==> src/rtl/hier_a_st_sequencer.sv <==
// Round-robin sequencer: grants one aSt record and streams variablea2 as a burst.
// Optional macro HIER_A_SEQ_BACKTOBACK_EN re-arbitrates on the last beat (no idle bubble).
package hierInclude_package;
    localparam int ASIZE2 = 11;
    typedef logic [10:0] aBiggerT;
    typedef struct packed {
        logic [7:0]               variablea;
        logic [2:0]               another;
        logic [7:0]               yetAnother;
        aBiggerT [ASIZE2-1:0]     variablea2;
    } aSt;
endpackage

module hier_a_st_sequencer
    import hierInclude_package::*;
#(
    parameter int NUM_REQ = 4,
    parameter int REQ_W   = $bits(aSt),
    parameter int IDX_W   = $clog2(ASIZE2),
    parameter int SRC_W   = $clog2(NUM_REQ)
) (
    input  logic                     clk,
    input  logic                     rst_n,
    input  logic [NUM_REQ-1:0]       req_valid,
    input  logic [NUM_REQ*REQ_W-1:0] req_data,
    output logic [NUM_REQ-1:0]       req_ready,
    output logic                     out_valid,
    input  logic                     out_ready,
    output logic [10:0]              out_elem,
    output logic [IDX_W-1:0]         out_idx,
    output logic                     out_first,
    output logic                     out_last,
    output logic [18:0]              out_hdr,
    output logic [SRC_W-1:0]         out_src,
    output logic                     busy
);
    typedef enum logic {IDLE, BURST} state_t;

    state_t           state, state_nxt;
    aSt               hold;
    logic [IDX_W-1:0] idx;
    logic [SRC_W-1:0] src, rr_ptr, src_nxt;
    logic [SRC_W-1:0] arb_base, cand, gnt_idx;
    logic             found, arb_en, fire;
    logic             beat_hs, idx_last;

    assign idx_last = (idx == IDX_W'(ASIZE2-1));
    assign beat_hs  = (state == BURST) && out_ready;
    assign src_nxt  = (src == SRC_W'(NUM_REQ-1)) ? '0 : src + 1'b1;

`ifdef HIER_A_SEQ_BACKTOBACK_EN
    // the pointer for the overlapping grant is the one the finishing burst installs
    assign arb_en   = (state == IDLE) || (beat_hs && idx_last);
    assign arb_base = (state == IDLE) ? rr_ptr : src_nxt;
`else
    assign arb_en   = (state == IDLE);
    assign arb_base = rr_ptr;
`endif

    always_comb begin
        found   = 1'b0;
        gnt_idx = '0;
        cand    = '0;
        for (int k = 0; k < NUM_REQ; k++) begin
            cand = SRC_W'((int'(arb_base) + k) % NUM_REQ);
            if (!found && req_valid[cand]) begin
                found   = 1'b1;
                gnt_idx = cand;
            end
        end
    end

    assign fire = arb_en && found;

    always_ff @(posedge clk or negedge rst_n) begin
        if (!rst_n) state <= IDLE;
        else        state <= state_nxt;
    end

    always_comb begin
        state_nxt = state;
        unique case (state)
            IDLE:  if (fire) state_nxt = BURST;
            BURST: if (beat_hs && idx_last)
                       state_nxt = fire ? BURST : IDLE;
            default: state_nxt = IDLE;
        endcase
    end

    always_ff @(posedge clk or negedge rst_n) begin
        if (!rst_n) begin
            hold   <= '0;
            src    <= '0;
            idx    <= '0;
            rr_ptr <= '0;
        end else begin
            if (fire) begin
                hold <= aSt'(req_data[gnt_idx*REQ_W +: REQ_W]);
                src  <= gnt_idx;
                idx  <= '0;
            end else if (beat_hs && !idx_last) begin
                idx <= idx + 1'b1;
            end
            if (beat_hs && idx_last) rr_ptr <= src_nxt;
        end
    end

    always_comb begin
        req_ready = fire ? (NUM_REQ'(1) << gnt_idx) : '0;
        out_valid = 1'b0;
        busy      = 1'b0;
        out_elem  = '0;
        out_idx   = '0;
        out_first = 1'b0;
        out_last  = 1'b0;
        out_hdr   = '0;
        out_src   = '0;
        if (state == BURST) begin
            out_valid = 1'b1;
            busy      = 1'b1;
            out_elem  = hold.variablea2[idx];
            out_idx   = idx;
            out_first = (idx == '0);
            out_last  = idx_last;
            out_hdr   = {hold.variablea, hold.another, hold.yetAnother};
            out_src   = src;
        end
    end
endmodule

==> config.mk <==
export PLATFORM = sky130hd
export DESIGN_NAME = hier_a_st_sequencer
export DESIGN_NICKNAME = d
export VERILOG_FILES = /design/src/rtl/hier_a_st_sequencer.sv
export SDC_FILE = /design/constraint.sdc
export NUM_CORES = 1
export LEC_CHECK = 0
export BUFFER_PORTS_ARGS = -buffer_cell sky130_fd_sc_hd__buf_2
export CAP_MARGIN = 20
export CORE_AREA = 2 2 236 238
export DETAILED_ROUTE_END_ITERATION = 6
export DIE_AREA = 0 0 238 240
export HOLD_SLACK_MARGIN = 0.05
export MAX_ROUTING_LAYER = met4
export PLACE_DENSITY_LB_ADDON = 0.1
export SLEW_MARGIN = 25
export SYNTH_ARGS = -nofsm -noshare
export SYNTH_HDL_FRONTEND = slang
export SYNTH_SLANG_ARGS = --single-unit
==> constraint.sdc <==
create_clock -name clk -period 3.43 [get_ports clk]
set_input_delay 0.686 -clock clk [delete_from_list [all_inputs] [get_ports clk]]
set_output_delay 0.686 -clock clk [all_outputs]
set_load 0.02 [all_outputs]
Yosys cells after proc, flatten, opt, wreduce, memory -nomap -nowiden
Index checks and enable logic that the tools add are counted.
{"block": "word_totals", "out_inout_bits": 44, "regBits": 149, "in_bits": 567, "wordCells": 79}
{"block": "op_classes", "shift": 2, "n_bitwise": 1, "mux": 32, "n_lt_le_gt_ge": 5, "eq_ne": 2, "mul": 1, "reduce_logical": 13, "n_addsub": 5}
{"op": "$shiftx 560x11->140", "count": 1}
{"op": "$bmux 11 s4", "count": 1}
{"op": "$mux 11", "count": 2}
{"op": "$mux 19", "count": 1}
{"op": "$mux 4", "count": 4}
{"op": "$mux 1", "count": 13}
{"op": "$lt 2x3->1 const B", "count": 4}
{"op": "$mux 2", "count": 6}
{"op": "$bmux 1 s2", "count": 4}
{"op": "$mul 2x6->8 const B", "count": 1}
{"op": "$logic_and 1x1->1", "count": 7}
{"op": "$lt 4x5->1 const B", "count": 1}
{"op": "$add 2x1->2 const B", "count": 2}
{"op": "$add 2x2->2 const B", "count": 2}
{"op": "$add 4x1->4 const B", "count": 1}
{"op": "$eq 4x4->1 const B", "count": 1}
{"op": "$logic_not 1->1", "count": 4}
{"op": "$logic_not 4->1", "count": 1}
{"op": "$shl 1x2->4 const A", "count": 1}
{"op": "$eq 2x2->1 const B", "count": 1}
{"op": "$pmux 1 s2", "count": 1}
{"op": "$reduce_bool 2->1", "count": 1}
{"op": "$not 1->1", "count": 1}

Longest topological paths before layout
{"block": "logic_depth", "ltp_word": 16, "depth_mapped": 10, "mapped_depth_nobuf": 7}

Least setup slack after synthesis
No wires, ideal clock.
{"block": "synth_timing", "path_type": "input-to-output", "from": "in req_valid[0]", "to": "out req_ready[2]", "setup_slack_ns": 0.747, "t_required_ns": 2.744, "path_buffers": 3, "path_stages": 7, "arrival_ns": 1.997, "cell_sequence": "nor4_1 > or2_0 > buf_2 > or3_1 > buf_2 > buf_2 > nor2_1"}
{"block": "synth_via", "elab_chain_cells": 14, "word_cells_on_any_way": 25, "cone_classes": "shift: 1; mux: 17; reduce/logical: 7"}
{"item": "from (decl)", "line": "24", "rtl": "input logic [NUM_REQ-1:0] req_valid,"}
{"item": "$bmux 1 s2", "line": "66", "rtl": "if (!found && req_valid[cand]) begin"}
{"item": "$mux 1 (implied by the code)", "line": "66"}
{"item": "$mux 1", "line": "66"}
{"item": "$logic_not 1->1", "line": "66"}
{"item": "$logic_and 1x1->1", "line": "66"}
{"item": "$mux 1", "line": "66"}
{"item": "$logic_not 1->1", "line": "66"}
{"item": "$logic_and 1x1->1", "line": "66"}
{"item": "$mux 1", "line": "66"}
{"item": "$logic_not 1->1", "line": "66"}
{"item": "$logic_and 1x1->1", "line": "66"}
{"item": "$mux 2 or $mux 1 (tied branches)", "line": "66"}
{"item": "$shl 1x2->4 or $logic_and 1x1->1 (tied branches)", "line": "109, 73"}
{"item": "$mux 4 *", "line": "109", "rtl": "req_ready = fire ? (NUM_REQ'(1) << gnt_idx) : '0;"}
{"item": "to (decl)", "line": "26", "rtl": "output logic [NUM_REQ-1:0] req_ready,"}
Every way passes the cells marked *; elsewhere a longest branch is shown, timed or not. The select of a mux whose other input is x is not followed.

Worst setup path after layout
{"block": "layout_timing", "from": "reg idx[0]", "to": "out out_elem[1]"}
{"block": "layout_via", "elab_chain_cells": 3}
{"item": "from (decl)", "line": "41", "rtl": "logic [IDX_W-1:0] idx;"}
{"item": "from (signal assigned)", "line": "102", "rtl": "idx <= idx + 1'b1;"}
{"item": "$bmux 11 s4", "line": "121", "rtl": "out_elem = hold.variablea2[idx];"}
{"item": "$mux 11 (implied by the code)", "line": "121"}
{"item": "$mux 11", "line": "118", "rtl": "if (state == BURST) begin"}
{"item": "to (decl)", "line": "29", "rtl": "output logic [10:0] out_elem,"}
No other way between the ends. The select of a mux whose other input is x is not followed.

==> implementation parameters <==
Parameter                              Value

Synth
  Most instantiated library cell after synthesis    mux2i_1
  Ys async rst share    100%
  Post-synthesis net count    1543
  Cell taking the most area after synthesis    dfrtp_1
  Predominant post-synthesis flop cell    dfrtp_1
  Count of yosys warnings during synthesis    0
  Cell types occupying the most area after synthesis    dfrtp_1, mux2i_1, o221ai_2, o221ai_1, nand2_1
  Synth Area per Inst    11.0 µm²
  Share of the synthesized area in compound gates (AO/OA/AOI/OAI)    17.7%
  Fraction of synthesized area in multiplexers    33.3%
  Yosys cell types    37
  Adder and majority cell fraction of the synthesized area    0.470%
  Mapped cell area    0.0107 mm²
  Number of enable-type register cells in the synthesized netlist    0
  Post-synthesis share of cell area spent on xor and xnor gates    0.247%
  Gate count of the mapped netlist    972
  Top cell type's share of synthesized area    35.0%
  Flops & latches, synth    149
  Leading cell types by count after synthesis    mux2i_1, dfrtp_1, nand2_1, o221ai_1, o221ai_2
  Sequential-to-total area share from yosys stat    35.0%
  Combinational family with the most area after synthesis    multiplexers
  Synth Area in Simple Gates    8.59%

STA
  Final count of negative-setup-slack endpoints    0
  Min Tclk post-route    3.27 ns
  Final critical-path share of the clock period    95.3%
  Top achievable clock speed    306 MHz
  Total negative setup slack    0 ns
  Final Slew Violations    0
  Worst Tran Pin Value    0.918 ns
  Final number of hold-violating endpoints    0
  Layout Skew    0.00880 ns
  Worst-case headroom to the max-slew limit    38.8%
  RSZ-0062 raised after global routing    false

Layout
  Register Area    0.00374 mm²
  Final net count    2107
  Antenna Cells    0
  Area overhead of the layout relative to synthesis    41.7%
  Fin cells    2252
  Multi-input logic area    0.00646 mm²
  Layout filler cell count    5867
  Layout cell share with drive strength beyond 1    49.5%

Clock network
  CTS Root Cell    clkbuf_16
  Clock network latency to the later pin of the worst-skew pair    0.46 ns
  TritonCTS clock tree    yes
  CTS H-tree depth    4
  CTS clock-pin slew for the worst setup and hold paths    0.06 ns
  Deepest clock path buffer count    2
  # clock sinks    149
  CTS Buf Count    17

Detailed routing
  Antenna violation net count after detailed routing    0
  First DRT Iteration DRCs    469
  TritonRoute pass-1 iters    4
  Total vias in the final route    10095
  Post-Route WL    49500 µm
  Vias per inst    4.48
  Routed len/inst    22.0 µm
  Residual DRC    0

Global routing
  Global-route wire length before repair    70400 µm
  Via count of the first global-routing pass    10765
  Pin count of the biggest net entering global routing    144
  Number of antenna violations at the first check in global routing    1
  Tot GR Track Use    17.5%
  Overflow left after global routing    0

Flow run
  Count of maximum capacitance violations    0

Floorplanning
  Die boundary width    238 µm
  Initial core utilization    19.5%
  I/O pin count    611
  Placement Rows    86
  Die ar.    0.0571 mm²
  Area of the placeable core    0.0547 mm²
  Die height    240 µm

Placement
  Number of buffers added on ports    610
  Number of instances in the placed design    2219
  Detailed placement HPWL    38500 µm
  Weighted congestion at the end of routability-driven global placement    0.792

Pwr
  IR Drop Worst-Case VDD    0.405 mV
  P_sw    0.00522 W
  Cell Int Power    0.00677 W
  Sequential share of power    28.5%
  Switching part of the total power    43.5%
  Clock Power Share    16.5%
  Standby leakage power    7.98 nW
  Proportion of power drawn by combinational gates    54.9%
  Areal power density over the cells    794 mW/mm²

Setup path
  Stage delay of the slowest cell on the critical path    0.56 ns
  Arrival time of the worst setup path    2.58 ns
  R2r endpoint    hold[117]$_DFFE_PN0P_
  Worst R2R Path Depth    7
  Worst-path maximum fanout    15
  CP Capture Type    primary output
  Setup crit start kind    flop
  Capturing element of the worst setup path    out_elem[1]
  Type of the setup path with the least slack    reg -> out
  Crit. Startpoint    idx[0]$_DFFE_PN0P_
  Critical path's slowest cell    dfrtp_4
  Data required time at the worst endpoint    2.74 ns
  Register-to-register path setup slack    0.91 ns
  Cell-by-cell trace of the critical path    buf_12, mux4_2, mux2i_1, o22a_1, nor2_1, buf_2
  RR Startpoint    arb_base[1]$_DFFE_PN0N_

Min path
  Path type of the worst min-delay path    in -> async

Run status
  Result of the run    completed
-- placed cells by master, fill, tap and decap left out, drive strengths merged, types with 3 or more instances in the layout --
| cell | synthesis | final |
|---|---|---|
| a21oi | 11 | 11 |
| and2 | 24 | 24 |
| buf | 65 | 639 |
| bufinv | 0 | 3 |
| clkbuf | 30 | 22 |
| clkinv | 0 | 4 |
| dfrtp | 149 | 149 |
| ha | 4 | 4 |
| inv | 3 | 4 |
| mux2i | 304 | 304 |
| mux4 | 22 | 22 |
| nand2 | 150 | 150 |
| nand2b | 3 | 3 |
| nor2 | 36 | 36 |
| o221ai | 140 | 140 |
| o22a | 11 | 11 |
-- flip-flops by register name, summed over array words and instances (netlist names) --
name and count:
src 2, state 1, idx 4, hold 140
arb_base 2
-- per-layer routing --
layer	track usage (%)	share of wire, %
met5	-	0
met4	3.33	0.81
met3	3.30	4.4
met2	29.4	50
met1	22.0	45
-- cell type report --
| type | count | area share, % |
|---|---|---|
| inverter | 3 | 0.0746 |
| clock inverter | 9 | 0.837 |
| sequential | 149 | 24.7 |
| multi-input combinational | 725 | 42.7 |
| clock buffer | 22 | 3.07 |
| timing repair buffer | 640 | 22.7 |
| tap | 704 | 5.83 |
-- kinds of logic (layout without fill, tap and decap cells) --
group | Yosys count | count (layout)
XOR/XNOR | 3 | 3
AO/OA/AOI/OAI | 171 | 171
AND/OR/NAND/NOR | 220 | 220
multiplexers | 327 | 327
buffers and inverters | 98 | 674
adder cells (fa/ha/maj) | 4 | 4
flip-flops | 149 | 149
-- worst max-delay path, delay by kind of cell, from the launching register on --
kind	cells	cell delay [ns]
simple gates	1	0.04
mux	2	0.88
compound gates	1	0.20
flops	1	0.56
buf+inv	2	0.43
-- what timing repair did --
item,in CTS,in global routing
hold buffers,0,0
buffers inserted,0,1
endpoints found under the hold margin,0,0
cloned,1,0
setup endpoints to repair,11,7
gates resized for setup,1,1
-- stage by stage --
step,util (%),setup slack (ns),power (W),hold slack [ns],area [µm²]
floorplan,-,0.747,0.00751,0.390,10700
global placement,26.5,0.429,0.0101,0.463,14500
detailed placement,26.5,0.385,0.0101,0.466,14500
CTS,27.6,0.0270,0.0123,0.176,15100
global route,27.6,0.0344,0.0129,0.183,15100
finish,27.6,0.160,0.0120,0.171,15100
-- power by group through the flow --
stage | Clock (W) | Combinational, W | Sequential [W]
final | 0.00198 | 0.00658 | 0.00342
after global routing | 0.00212 | 0.00724 | 0.00353
after CTS | 0.00205 | 0.00676 | 0.00345
after floorplan | 0 | 0.00454 | 0.00297
after global placement | 0 | 0.00660 | 0.00347
after detailed placement | 0 | 0.00668 | 0.00346
-- how the worst min path moves through the flow --
stage                                startpoint                 endpoint  slack [ns]  depth (start not counted)
after CTS                                 rst_n     hold[33]$_DFFE_PN0P_        0.18                          1
after global placement    hold[128]$_DFFE_PN0P_    hold[128]$_DFFE_PN0P_        0.46                          2
after floorplan                           rst_n  arb_base[0]$_DFFE_PN0N_        0.39                          0
after detailed placement  hold[125]$_DFFE_PN0P_    hold[125]$_DFFE_PN0P_        0.47                          2
after global routing                      rst_n     hold[33]$_DFFE_PN0P_        0.18                          1
final                                     rst_n     hold[33]$_DFFE_PN0P_        0.17                          1
No activity file was read; power rests on OpenSTA's default activity.
